## src/rtl/imm_extract_stage.sv

```systemverilog
// Immediate extraction pipeline stage: decodes the imm type, extends the immediate to XLEN and adds it to the PC.
// The result is held in a valid/ready output register, optionally backed by a second skid entry.
module imm_extract_stage #(
  parameter int XLEN      = 32,
  parameter bit AUTO_TYPE = 1'b1,
  parameter bit SKID      = 1'b1
) (
  input  logic            clk,
  input  logic            rst,
  input  logic            in_valid,
  output logic            in_ready,
  input  logic [31:0]     in_ir,
  input  logic [XLEN-1:0] in_pc,
  input  logic [2:0]      in_imm_type,
  output logic            out_valid,
  input  logic            out_ready,
  output logic [XLEN-1:0] out_imm,
  output logic [XLEN-1:0] out_target,
  output logic [2:0]      out_type,
  output logic            out_illegal
);

  // state   | meaning
  // S_EMPTY | nothing buffered
  // S_ONE   | output register holds a word
  // S_TWO   | output register and skid entry both hold words
  localparam logic [1:0] S_EMPTY = 2'd0;
  localparam logic [1:0] S_ONE   = 2'd1;
  localparam logic [1:0] S_TWO   = 2'd2;

  localparam logic [2:0] T_I     = 3'b000;
  localparam logic [2:0] T_B     = 3'b001;
  localparam logic [2:0] T_S     = 3'b010;
  localparam logic [2:0] T_U     = 3'b011;
  localparam logic [2:0] T_J     = 3'b100;
  localparam logic [2:0] T_SHAMT = 3'b101;
  localparam logic [2:0] T_CSR   = 3'b110;
  localparam logic [2:0] T_NONE  = 3'b111;

  localparam int PW = 2 * XLEN + 4;

  logic [6:0]      w_opc;
  logic [2:0]      w_f3;
  logic [2:0]      w_auto_type;
  logic            w_auto_ill;
  logic [2:0]      w_type;
  logic            w_ill;
  logic [5:0]      w_sh6;
  logic [63:0]     w_imm64;
  logic [XLEN-1:0] w_imm;
  logic [XLEN-1:0] w_tgt;
  logic [PW-1:0]   w_pay;
  logic            w_acc;
  logic            w_drn;

  logic [1:0]      r_state;
  logic            r_rdy;
  logic [PW-1:0]   r_out;
  logic [PW-1:0]   r_skid;

  assign w_opc = in_ir[6:0];
  assign w_f3  = in_ir[14:12];

  always_comb begin
    w_auto_type = T_NONE;
    w_auto_ill  = 1'b0;
    case (w_opc)
      7'h13:               w_auto_type = (w_f3 == 3'b001 || w_f3 == 3'b101) ? T_SHAMT : T_I;
      7'h03, 7'h67, 7'h0F: w_auto_type = T_I;
      7'h23:               w_auto_type = T_S;
      7'h63:               w_auto_type = T_B;
      7'h37, 7'h17:        w_auto_type = T_U;
      7'h6F:               w_auto_type = T_J;
      7'h73:               w_auto_type = w_f3[2] ? T_CSR : T_I;
      7'h33:               w_auto_type = T_NONE;
      7'h1B: begin
        if (XLEN == 64) w_auto_type = (w_f3 == 3'b001 || w_f3 == 3'b101) ? T_SHAMT : T_I;
        else            w_auto_ill  = 1'b1;
      end
      default:             w_auto_ill  = 1'b1;
    endcase
  end

  assign w_type = AUTO_TYPE ? w_auto_type : in_imm_type;
  assign w_ill  = AUTO_TYPE ? w_auto_ill : 1'b0;

  // OP-IMM-32 shifts are word-sized even on RV64, so only 5 shamt bits apply there
  assign w_sh6 = (XLEN == 64 && w_opc != 7'h1B) ? in_ir[25:20] : {1'b0, in_ir[24:20]};

  always_comb begin
    w_imm64 = 64'd0;
    case (w_type)
      T_I:     w_imm64 = {{52{in_ir[31]}}, in_ir[31:20]};
      T_B:     w_imm64 = {{51{in_ir[31]}}, in_ir[31], in_ir[7], in_ir[30:25], in_ir[11:8], 1'b0};
      T_S:     w_imm64 = {{52{in_ir[31]}}, in_ir[31:25], in_ir[11:7]};
      T_U:     w_imm64 = {{32{in_ir[31]}}, in_ir[31:12], 12'd0};
      T_J:     w_imm64 = {{43{in_ir[31]}}, in_ir[31], in_ir[19:12], in_ir[20], in_ir[30:21], 1'b0};
      T_SHAMT: w_imm64 = {58'd0, w_sh6};
      T_CSR:   w_imm64 = {59'd0, in_ir[19:15]};
      default: w_imm64 = 64'd0;
    endcase
  end

  assign w_imm = w_imm64[XLEN-1:0];
  assign w_tgt = in_pc + w_imm;
  assign w_pay = {w_imm, w_tgt, w_type, w_ill};

  assign out_valid = (r_state != S_EMPTY);
  assign in_ready  = (SKID ? r_rdy : (r_state == S_EMPTY || out_ready)) & ~rst;
  assign w_acc     = in_valid & in_ready;
  assign w_drn     = out_valid & out_ready;

  // Without SKID, in_ready in S_ONE implies out_ready, so S_TWO is never entered
  always_ff @(posedge clk) begin
    if (rst) begin
      r_state <= S_EMPTY;
      r_rdy   <= 1'b1;
      r_out   <= '0;
      r_skid  <= '0;
    end else begin
      case (r_state)
        S_EMPTY: begin
          if (w_acc) begin
            r_out   <= w_pay;
            r_state <= S_ONE;
          end
        end
        S_ONE: begin
          if (w_acc && w_drn) begin
            r_out <= w_pay;
          end else if (w_acc) begin
            r_skid  <= w_pay;
            r_state <= S_TWO;
            r_rdy   <= 1'b0;
          end else if (w_drn) begin
            r_state <= S_EMPTY;
          end
        end
        S_TWO: begin
          if (w_drn) begin
            r_out   <= r_skid;
            r_state <= S_ONE;
            r_rdy   <= 1'b1;
          end
        end
        default: begin
          r_state <= S_EMPTY;
          r_rdy   <= 1'b1;
        end
      endcase
    end
  end

  assign out_imm     = r_out[PW-1 -: XLEN];
  assign out_target  = r_out[XLEN+3 -: XLEN];
  assign out_type    = r_out[3:1];
  assign out_illegal = r_out[0];

endmodule
```

## config.mk

```make
export PLATFORM = sky130hd
export DESIGN_NAME = imm_extract_stage
export DESIGN_NICKNAME = d
export VERILOG_FILES = /design/src/rtl/imm_extract_stage.sv
export SDC_FILE = /design/constraint.sdc
export NUM_CORES = 1
export LEC_CHECK = 0
export CAP_MARGIN = 20
export CORE_MARGIN = 4
export CORE_UTILIZATION = 54
export CTS_CLUSTER_SIZE = 20
export DETAILED_ROUTE_END_ITERATION = 8
export PLACE_DENSITY = 0.82
export SYNTH_ARGS = -nofsm -noshare
export SYNTH_HDL_FRONTEND = slang
export SYNTH_SLANG_ARGS = --single-unit
```

## constraint.sdc

```tcl
create_clock -name clk -period 5.46 [get_ports clk]
set_input_delay 1.092 -clock clk [delete_from_list [all_inputs] [get_ports clk]]
set_output_delay 1.092 -clock clk [all_outputs]
set_load 0.02 [all_outputs]
```

## After elaboration in Yosys (flattened, before gate mapping)

Index checks and enable logic that the tools add are counted.

- Add/sub/neg operators: 1
- Reduce and logical (&&, ||, !) cells: 13
- Equality and inequality tests: 27
- Bitwise operators: 6
- Mux-type cells: 19

Operator list:

| operator | count |
|---|---|
| $pmux 32 s7 | 1 |
| $mux 68 | 3 |
| $pmux 68 s3 | 1 |
| $add 32x32->32 | 1 |
| $eq 7x7->1 const B | 4 |
| $eq 7x6->1 const B | 3 |
| $pmux 3 s7 | 1 |
| $eq 7x5->1 const B | 2 |
| $eq 3x3->1 const B | 4 |
| $reduce_and 4->1 | 3 |
| $reduce_or 11->1 | 1 |
| $mux 2 | 5 |
| $ne 2x2->1 const B | 5 |
| $eq 7x2->1 const B | 1 |
| $eq 7x4->1 const B | 1 |
| $eq 3x1->1 const B | 2 |
| $eq 3x2->1 const B | 2 |
| $mux 3 | 2 |
| $pmux 2 s3 | 1 |
| $mux 1 | 4 |
| $and 1x1->1 | 3 |
| $logic_not 3->1 | 1 |
| $ne 3x3->1 const B | 1 |
| $not 1->1 | 3 |
| 11 further kinds | 11 |

- Word-level logic and storage cells: 70
- Flip-flop bits (word level): 139
- Output and inout bits: 70
- Input port bits: 71

## Logic depth before layout (Yosys ltp)

Gate-level depths: netlist (run 1).

- Depth after elaboration: 9
- Depth in mapped cells: 18
- Gate-level depth less buffers: 17

## Worst setup path before layout (run 1)

OpenSTA, ideal clock, no wires.

- Path type: in2reg
- Start point: input in_ir[6]
- End point: register r_out[30]
- Path buffers: 2
- Library setup time: 86 ps
- Slack: 689 ps
- Cell stages on the path: 18
- Data required time: 5374 ps
- Arrival time: 4685 ps
- Cell sequence: buf_6 -> nand2b_1 -> a22o_1 -> a211oi_4 -> nor2_1 -> nor2_1 -> a22o_1 -> nor2b_1 -> ha_1 -> clkbuf_1 -> a21o_1 -> a21o_1 -> a21o_1 -> a21oi_1 -> o31ai_1 -> a31o_1 -> or3_1 -> a211oi_1

- Cells in the longest elaborated chain, start to end: 8
- Elaborated cells between the ends (all ways): 25
- Classes of those cells: add/sub: 1; eq/ne: 16; mux: 5; reduce/logical: 3

Ends and longest elaborated chain:

| item | line | source |
|---|---|---|
| from (decl) | 12 | `input logic [31:0] in_ir,` |
| $eq 7x2->1 (tied with other cells) | 67 | `case (w_opc)` |
| $reduce_or 3->1 / $reduce_or 2->1 (equally long branches) | n/a |  |
| $pmux 3 s7 * | 67 |  |
| $eq 3x3->1 (tied with other cells) | 92 | `case (w_type)` |
| $pmux 32 s7 * | 92 |  |
| named net w_imm64[21] | 49 | `logic [63:0] w_imm64;` |
| $add 32x32->32 * | 105 | `assign w_tgt = in_pc + w_imm;` |
| $mux 68 (on tied branches) | 129, 123 |  |
| $pmux 68 s3 * | 121 | `case (r_state)` |
| to (signal assigned) | 124 | `r_out <= w_pay;` |
| to (signal assigned) | 130 | `r_out <= w_pay;` |
| to (signal assigned) | 141 | `r_out <= r_skid;` |
| to (decl) | 58 | `logic [PW-1:0] r_out;` |

Mark *: on every way through the listed nets, which the timed path passes. The rest lies on a longest branch. The select of a mux whose other input is x is not followed.
A chain may end at the register's enable or synchronous reset.

## Worst setup path after layout (run 1)

- Start point: input in_ir[5]
- End point: register r_out[27]

The elaborated chain is that of the path after synthesis.

==> impl_metrics.env, run 1 <==
export IMPL_outcome="finished, final reports clean"
export IMPL_drt_iter0_markers=847
export IMPL_syn_area_per_cell_um2=7.80
export IMPL_wirelength_um=23500
export IMPL_die_area_mm2=0.0167
export IMPL_r2r_cells=8
export IMPL_grt_max_degree=79
export IMPL_cts_reportedPaths_clkPinSlew_ns=0.07
export IMPL_p_total_mw=2.73
export IMPL_clock_sinks=139
export IMPL_async_flop_share=0
export IMPL_htreeDepth=4
export IMPL_hpwl_um=16800
export IMPL_start_util=0.549
export IMPL_synthFlopType="dfxtp_1"
export IMPL_cp_required_ns=5.82
export IMPL_hold_end="r_skid[59]"
export IMPL_nets=1301
export IMPL_root_buffer="clkbuf_16"
export IMPL_vias=8257
export IMPL_cts_buffer_depth=2
export IMPL_insertion_delay_ns=0.43
export IMPL_startpoint_type="input port"
export IMPL_wl_per_cell_um=16.8
export IMPL_die_w_um=129
export IMPL_finalCritPeriodShare=0.947
export IMPL_cp_end_kind="flop"
export IMPL_timing_final_hold_violations=0
export IMPL_clock_fmax_mhz=193
export IMPL_r2r_start="r_state[1]"
export IMPL_critPathKind="in -> reg"
export IMPL_coreArea_mm2=0.0145
export IMPL_io_pins=141
export IMPL_grt_pass1_wl_um=37700
export IMPL_yosysWarnings=0
export IMPL_rrSetupSlack_ns=2.91
export IMPL_worst_pin_slew_ns=0.995
export IMPL_slew_headroom=0.337
export IMPL_tritoncts="built"
export IMPL_die_y_um=129
export IMPL_holdWs_ns=0.453
export IMPL_gp_congestion=0.946
export IMPL_dp_slack_ns=-0.0546
export IMPL_hold_path_class="reg -> reg"
export IMPL_power_density_mw_per_mm2=258
export IMPL_first_global_vias=7595
export IMPL_fin_skew_ns=0.00621
export IMPL_ir_drop_uv=205
export IMPL_synthesis_area_mm2=0.00795
export IMPL_stdcell_area_mm2=0.0106
export IMPL_ant_nets=0
export IMPL_maxSlewViolCount=0
export IMPL_dr_pass1_iters=5
export IMPL_grt_overflow=0
export IMPL_dpl_instance_area_mm2=0.0100
export IMPL_synth_ff_latch_count=139
export IMPL_antenna_found_initial=0
export IMPL_period_minus_slack_ns=5.17
export IMPL_critPathLaunch="in_ir[5]"
export IMPL_crit_fanout=6
export IMPL_finalSetupViolCount=0
export IMPL_rsz0062_at_grt="no"
export IMPL_grtUsageTotal=0.281
export IMPL_cts_hold_buffers=0
export IMPL_port_buffers=137
export IMPL_rows=44
export IMPL_reg2reg_to="r_out[22]"
export IMPL_cts_inserted_buffers=17
export IMPL_synth_cells=1020
export IMPL_synth_distinct_cells=75
export IMPL_min_delay_start="r_skid[59]"
export IMPL_syn_to_final_growth_pct=33.2
export IMPL_min_path_cells=2
export IMPL_worstPathArrival_ns=5.53
export IMPL_drive_gt1_frac=0.129
export IMPL_post_drt_via_cell_ratio=5.91
export IMPL_finalWorstSetupSlack_ns=0.288
export IMPL_syn_nets=1123
export IMPL_p_leak_nw=4.29
export IMPL_ys_seq_area_frac=0.350
export IMPL_synth_edf_count=0
export IMPL_post_cts_setup_buffer_count=0
export IMPL_cap_viol_max_count=0
export IMPL_remaining_drc_errors=0
## logic make-up (layout without fill, tap and decap cells)
group | count (synthesis) | in the layout | synth area share
multiplexers | 4 | 4 | 0.00504
AO/OA/AOI/OAI | 332 | 332 | 0.293
buffers and inverters | 102 | 293 | 0.0510
other | 0 | 1 | 0
flip-flops | 139 | 139 | 0.350
XOR/XNOR | 24 | 24 | 0.0264
AND/OR/NAND/NOR | 387 | 387 | 0.224
adder cells (fa/ha/maj) | 32 | 32 | 0.0513
## critical path, cell delays in order
cell,delay (ns)
clkdlybuf4s50_1,0.52
and2_4,0.21
and3_1,0.20
buf_4,0.14
and2_1,0.21
a222oi_1,0.89
inv_1,0.11
ha_1,0.31
a21oi_1,0.19
o211ai_1,0.17
a211oi_2,0.20
buf_4,0.17
nor3_1,0.06
o211ai_1,0.33
a21boi_0,0.20
o31a_1,0.35
nor3_1,0.18
## per-layer routing
layer / GRT usage / wire length (um)
met3: 0.0581 / 2050
met2: 0.441 / 10600
met4: 0.0797 / 409
met1: 0.394 / 10400
met5: 0 / 0
## cell usage in the layout (no fill, tap or decap), types with 14 or more instances in the layout
cell type and instances:
o211ai_1 14, inv_1 25, clkbuf_16 17, nor2b_1 14
nor2_1 133, a211oi_1 47, a21o_1 18, nand2_1 130
a311oi_1 22, a22o_1 20, buf_4 98, ha_1 31
o21ai_0 30, nor3_1 22, nand3_1 23, a21oi_1 94
dfxtp_1 139, clkdlybuf4s50_1 136
## worst max-delay path by stage
| stage | endpoint | slack (ns) |
|---|---|---|
| 6_report | r_out[27] | 0.29 |
| 5_1_grt | r_out[27] | 0.002 |
| 4_1_cts | r_out[27] | 0.36 |
| 3_5_place_dp | r_out[27] | -0.05 |
| 3_3_place_gp | r_out[19] | -0.02 |
| 2_1_floorplan | r_out[30] | 0.69 |
## flip-flops by register name, indices dropped and copies added, names as in the netlist
signal and flops:
r_skid 68, r_rdy 1, r_out 68, r_state 2
## synthesized netlist by cell type, types with 11 or more instances
cell	n	area [um^2]
dfxtp_1	139	2780
nor2_1	133	499
nand2_1	130	488
a21oi_1	95	475
clkbuf_1	65	244
a211oi_1	47	353
ha_1	31	388
o21ai_0	30	150
inv_1	25	93.8
nand3_1	23	115
a311oi_1	22	193
nor3_1	22	110
a22o_1	20	175
a21o_1	19	143
nor2b_1	15	93.8
o211ai_1	14	105
xor2_1	13	114
xnor2_1	11	96.3
## per-stage QoR
step / cells / TNS [ns] / util
CTS: 1395 / 0 / 0.731
global placement: 1363 / -0.0360 / 0.692
detailed placement: 1363 / -0.206 / 0.692
floorplan: 1020 / 0 / -
global route: 1395 / 0 / 0.731
finish: 1396 / 0 / 0.731
## where the power goes
part	total [mW]	switching, mW	internal (mW)
Clock	1.10	0.495	0.610
Combinational	0.532	0.289	0.243
Sequential	1.09	0.0282	1.06
Total	2.73	0.812	1.92
## cell type report
type                            instances  area [um^2]
Clock inverter                         14          130
Sequential cell                       139         2780
Clock buffer                           18          439
Fill cell                            1165         3890
Inverter                               26         97.6
Antenna cell                            1         2.50
Multi-Input combinational cell        779         4790
Tap cell                              184          230
Timing Repair Buffer                  235         2120
## repair_timing
action | CTS | global route
gates resized for setup | 0 | 1
setup endpoints to repair | 0 | 2
endpoints found under the hold margin | 0 | 0
Power figures use the tool's default switching activity.
==> inputs of run 2 (changes only) <==
--- a/config.mk
+++ b/config.mk
@@ -5,6 +5,7 @@
 export SDC_FILE = /design/constraint.sdc
 export NUM_CORES = 1
 export LEC_CHECK = 0
+export ABC_CLOCK_PERIOD_IN_PS = 5460
 export CAP_MARGIN = 20
 export CORE_MARGIN = 4
 export CORE_UTILIZATION = 54
==> results of run 2 <==
Same layout as run 1: the final DEF is identical, and so are final timing and power.
==> inputs of run 3 (changes only) <==
--- a/config.mk
+++ b/config.mk
@@ -8,10 +8,11 @@
 export ABC_CLOCK_PERIOD_IN_PS = 5460
 export CAP_MARGIN = 20
 export CORE_MARGIN = 4
-export CORE_UTILIZATION = 54
+export CORE_UTILIZATION = 55
+export CTS_BUF_LIST = sky130_fd_sc_hd__clkbuf_4 sky130_fd_sc_hd__clkbuf_8
 export CTS_CLUSTER_SIZE = 20
 export DETAILED_ROUTE_END_ITERATION = 8
-export PLACE_DENSITY = 0.82
+export PLACE_DENSITY = 0.83
 export SYNTH_ARGS = -nofsm -noshare
 export SYNTH_HDL_FRONTEND = slang
 export SYNTH_SLANG_ARGS = --single-unit
==> impl_metrics.env, run 3 (synthesis gave the netlist of run 1 again) <==
export IMPL_outcome="finished, final reports clean"
export IMPL_vias=8325
export IMPL_fin_setup_tns_ns=0
export IMPL_min_path_cells=2
export IMPL_finalCritPeriodShare=0.935
export IMPL_layout_common_cells="139 x dfxtp_1, 136 x clkdlybuf4s50_1, 133 x nor2_1"
export IMPL_antenna_cells=0
export IMPL_post_drt_via_cell_ratio=5.94
export IMPL_nets=1311
export IMPL_die_area_mm2=0.0164
export IMPL_die_y_um=128
export IMPL_grtUsageTotal=0.282
export IMPL_cap_viol_max_count=0
export IMPL_stdcell_area_mm2=0.0104
export IMPL_post_cts_setup_buffer_count=0
export IMPL_wl_per_cell_um=16.9
export IMPL_antenna_found_initial=2
export IMPL_htreeDepth=4
export IMPL_wl_met3_um=1980
export IMPL_power_density_mw_per_mm2=228
export IMPL_startpoint_type="input port"
export IMPL_die_w_um=128
export IMPL_final_common_cell="dfxtp_1"
export IMPL_remaining_drc_errors=0
export IMPL_clock_sinks=139
export IMPL_fillers=1109
export IMPL_drive_gt1_frac=0.136
export IMPL_grt_overflow=0
export IMPL_wl_met1_um=10500
export IMPL_start_util=0.566
export IMPL_gp_congestion=0.991
export IMPL_tritoncts="built"
export IMPL_grt_max_degree=93
export IMPL_ctsResizeCount=0
export IMPL_ant_nets=0
export IMPL_cts_hold_buffers=0
export IMPL_worst_pin_slew_ns=0.987
export IMPL_highest_layer="met5"
export IMPL_ir_drop_uv=117
export IMPL_grt_pass1_wl_um=37500
export IMPL_fin_skew_ns=0.0136
export IMPL_io_pins=141
export IMPL_finalSetupViolCount=0
export IMPL_slew_headroom=0.342
export IMPL_hpwl_um=17000
export IMPL_path_cells="clkdlybuf4s50_1 -> buf_4 -> a2111oi_2 -> a211oi_4 -> buf_4 -> nor3_2 -> buf_4 -> a31oi_1 -> inv_1 -> ha_1 -> a21o_1 -> o21bai_1 -> a31o_1 -> a22oi_1 -> a21oi_1 -> a2111oi_0 -> or3_1 -> a211oi_1"
export IMPL_timing_final_hold_violations=0
export IMPL_crit_path_max_incr_delay_ns=0.68
export IMPL_cts_inserted_buffers=17
export IMPL_port_buffers=137
export IMPL_first_global_vias=7545
export IMPL_cts_buffer_depth=2
export IMPL_period_minus_slack_ns=5.11
export IMPL_final_util=0.744
export IMPL_cp_end_kind="flop"
export IMPL_wl_met2_um=10700
export IMPL_cts_reportedPaths_clkPinSlew_ns=0.08
export IMPL_insertion_delay_ns=0.46
export IMPL_clock_fmax_mhz=196
export IMPL_wirelength_um=23700
export IMPL_root_buffer="clkbuf_8"
export IMPL_r2r_cells=7
export IMPL_critPathKind="in -> reg"
export IMPL_syn_to_final_growth_pct=31.3
export IMPL_cp_slowest_cell="a2111oi_0"
export IMPL_rsz0062_at_grt="no"
export IMPL_crit_fanout=9
export IMPL_cp_required_ns=5.80
export IMPL_worstPathArrival_ns=5.45
export IMPL_dr_pass1_iters=5
export IMPL_drt_iter0_markers=835
export IMPL_p_leak_nw=4.24
export IMPL_reg_top3="r_out (68), r_skid (68), r_state (2)"
export IMPL_coreArea_mm2=0.0140
export IMPL_rows=43
export IMPL_dpl_instance_area_mm2=0.0101
export IMPL_cp_common_cell="buf_4"
export IMPL_hold_path_class="reg -> reg"
export IMPL_maxSlewViolCount=0
-- run 3: changes by cell type in the layout (fill, tap and decap cells not counted), sizes merged --
| cell | before | now |
|---|---|---|
| clkinvlp | 2 | 5 |
| clkbuf | 18 | 19 |
| inv | 32 | 28 |
| diode | 1 | 0 |
| buf | 99 | 109 |
-- run 3: routing by layer --
metal  GRT usage  vias to the layer above
li1            -                     4082
met1       0.391                     3862
met2       0.435                      329
met3      0.0608                       48
met4      0.0949                        4
met5           0                        -
-- run 3: final cells by class --
cell class,instances,area [um^2],area share
clock inverters,13,96.3,0.00923
multi-input cells,779,4790,0.458
well taps,180,225,0.0216
inverters,26,97.6,0.00935
repair buffers,245,2200,0.211
flip-flops and latches,139,2780,0.266
clock buffers,19,249,0.0238
-- run 3: worst max-delay path: cells and delay by family --
| family | cells | cell delay (ns) |
|---|---|---|
| simple gates | 2 | 0.47 |
| fa+ha+maj | 1 | 0.25 |
| compound gates | 10 | 2.38 |
| buf+inv | 5 | 1.27 |
-- run 3: power breakdown --
part | internal (mW) | leakage (nW) | switching (mW)
Clock | 0.325 | 0.166 | 0.430
Sequential | 1.06 | 1.13 | 0.0288
Combinational | 0.246 | 2.94 | 0.289
-- run 3: final timing paths --
| path | end | slack [ns] | from |
|---|---|---|---|
| setup / recovery | r_out[30] | 0.35 | in_ir[6] |
| hold / removal | r_skid[66] | 0.46 | r_skid[66] |
| setup reg to reg | r_out[22] | 2.69 | r_state[1] |
| hold reg to reg | r_skid[66] | 0.46 | r_skid[66] |
-- run 3: stage by stage --
| step | cells | hold WS (ns) | total power [mW] | setup slack [ns] |
|---|---|---|---|---|
| 2_1_floorplan | 1020 | 0.426 | 1.40 | 0.689 |
| 3_3_place_gp | 1369 | 0.437 | 1.64 | -0.0842 |
| 3_5_place_dp | 1369 | 0.445 | 1.64 | -0.0858 |
| 4_1_cts | 1401 | 0.456 | 2.38 | 0.391 |
| 5_1_grt | 1401 | 0.481 | 2.48 | 0.0623 |
| 6_report | 1401 | 0.455 | 2.38 | 0.353 |
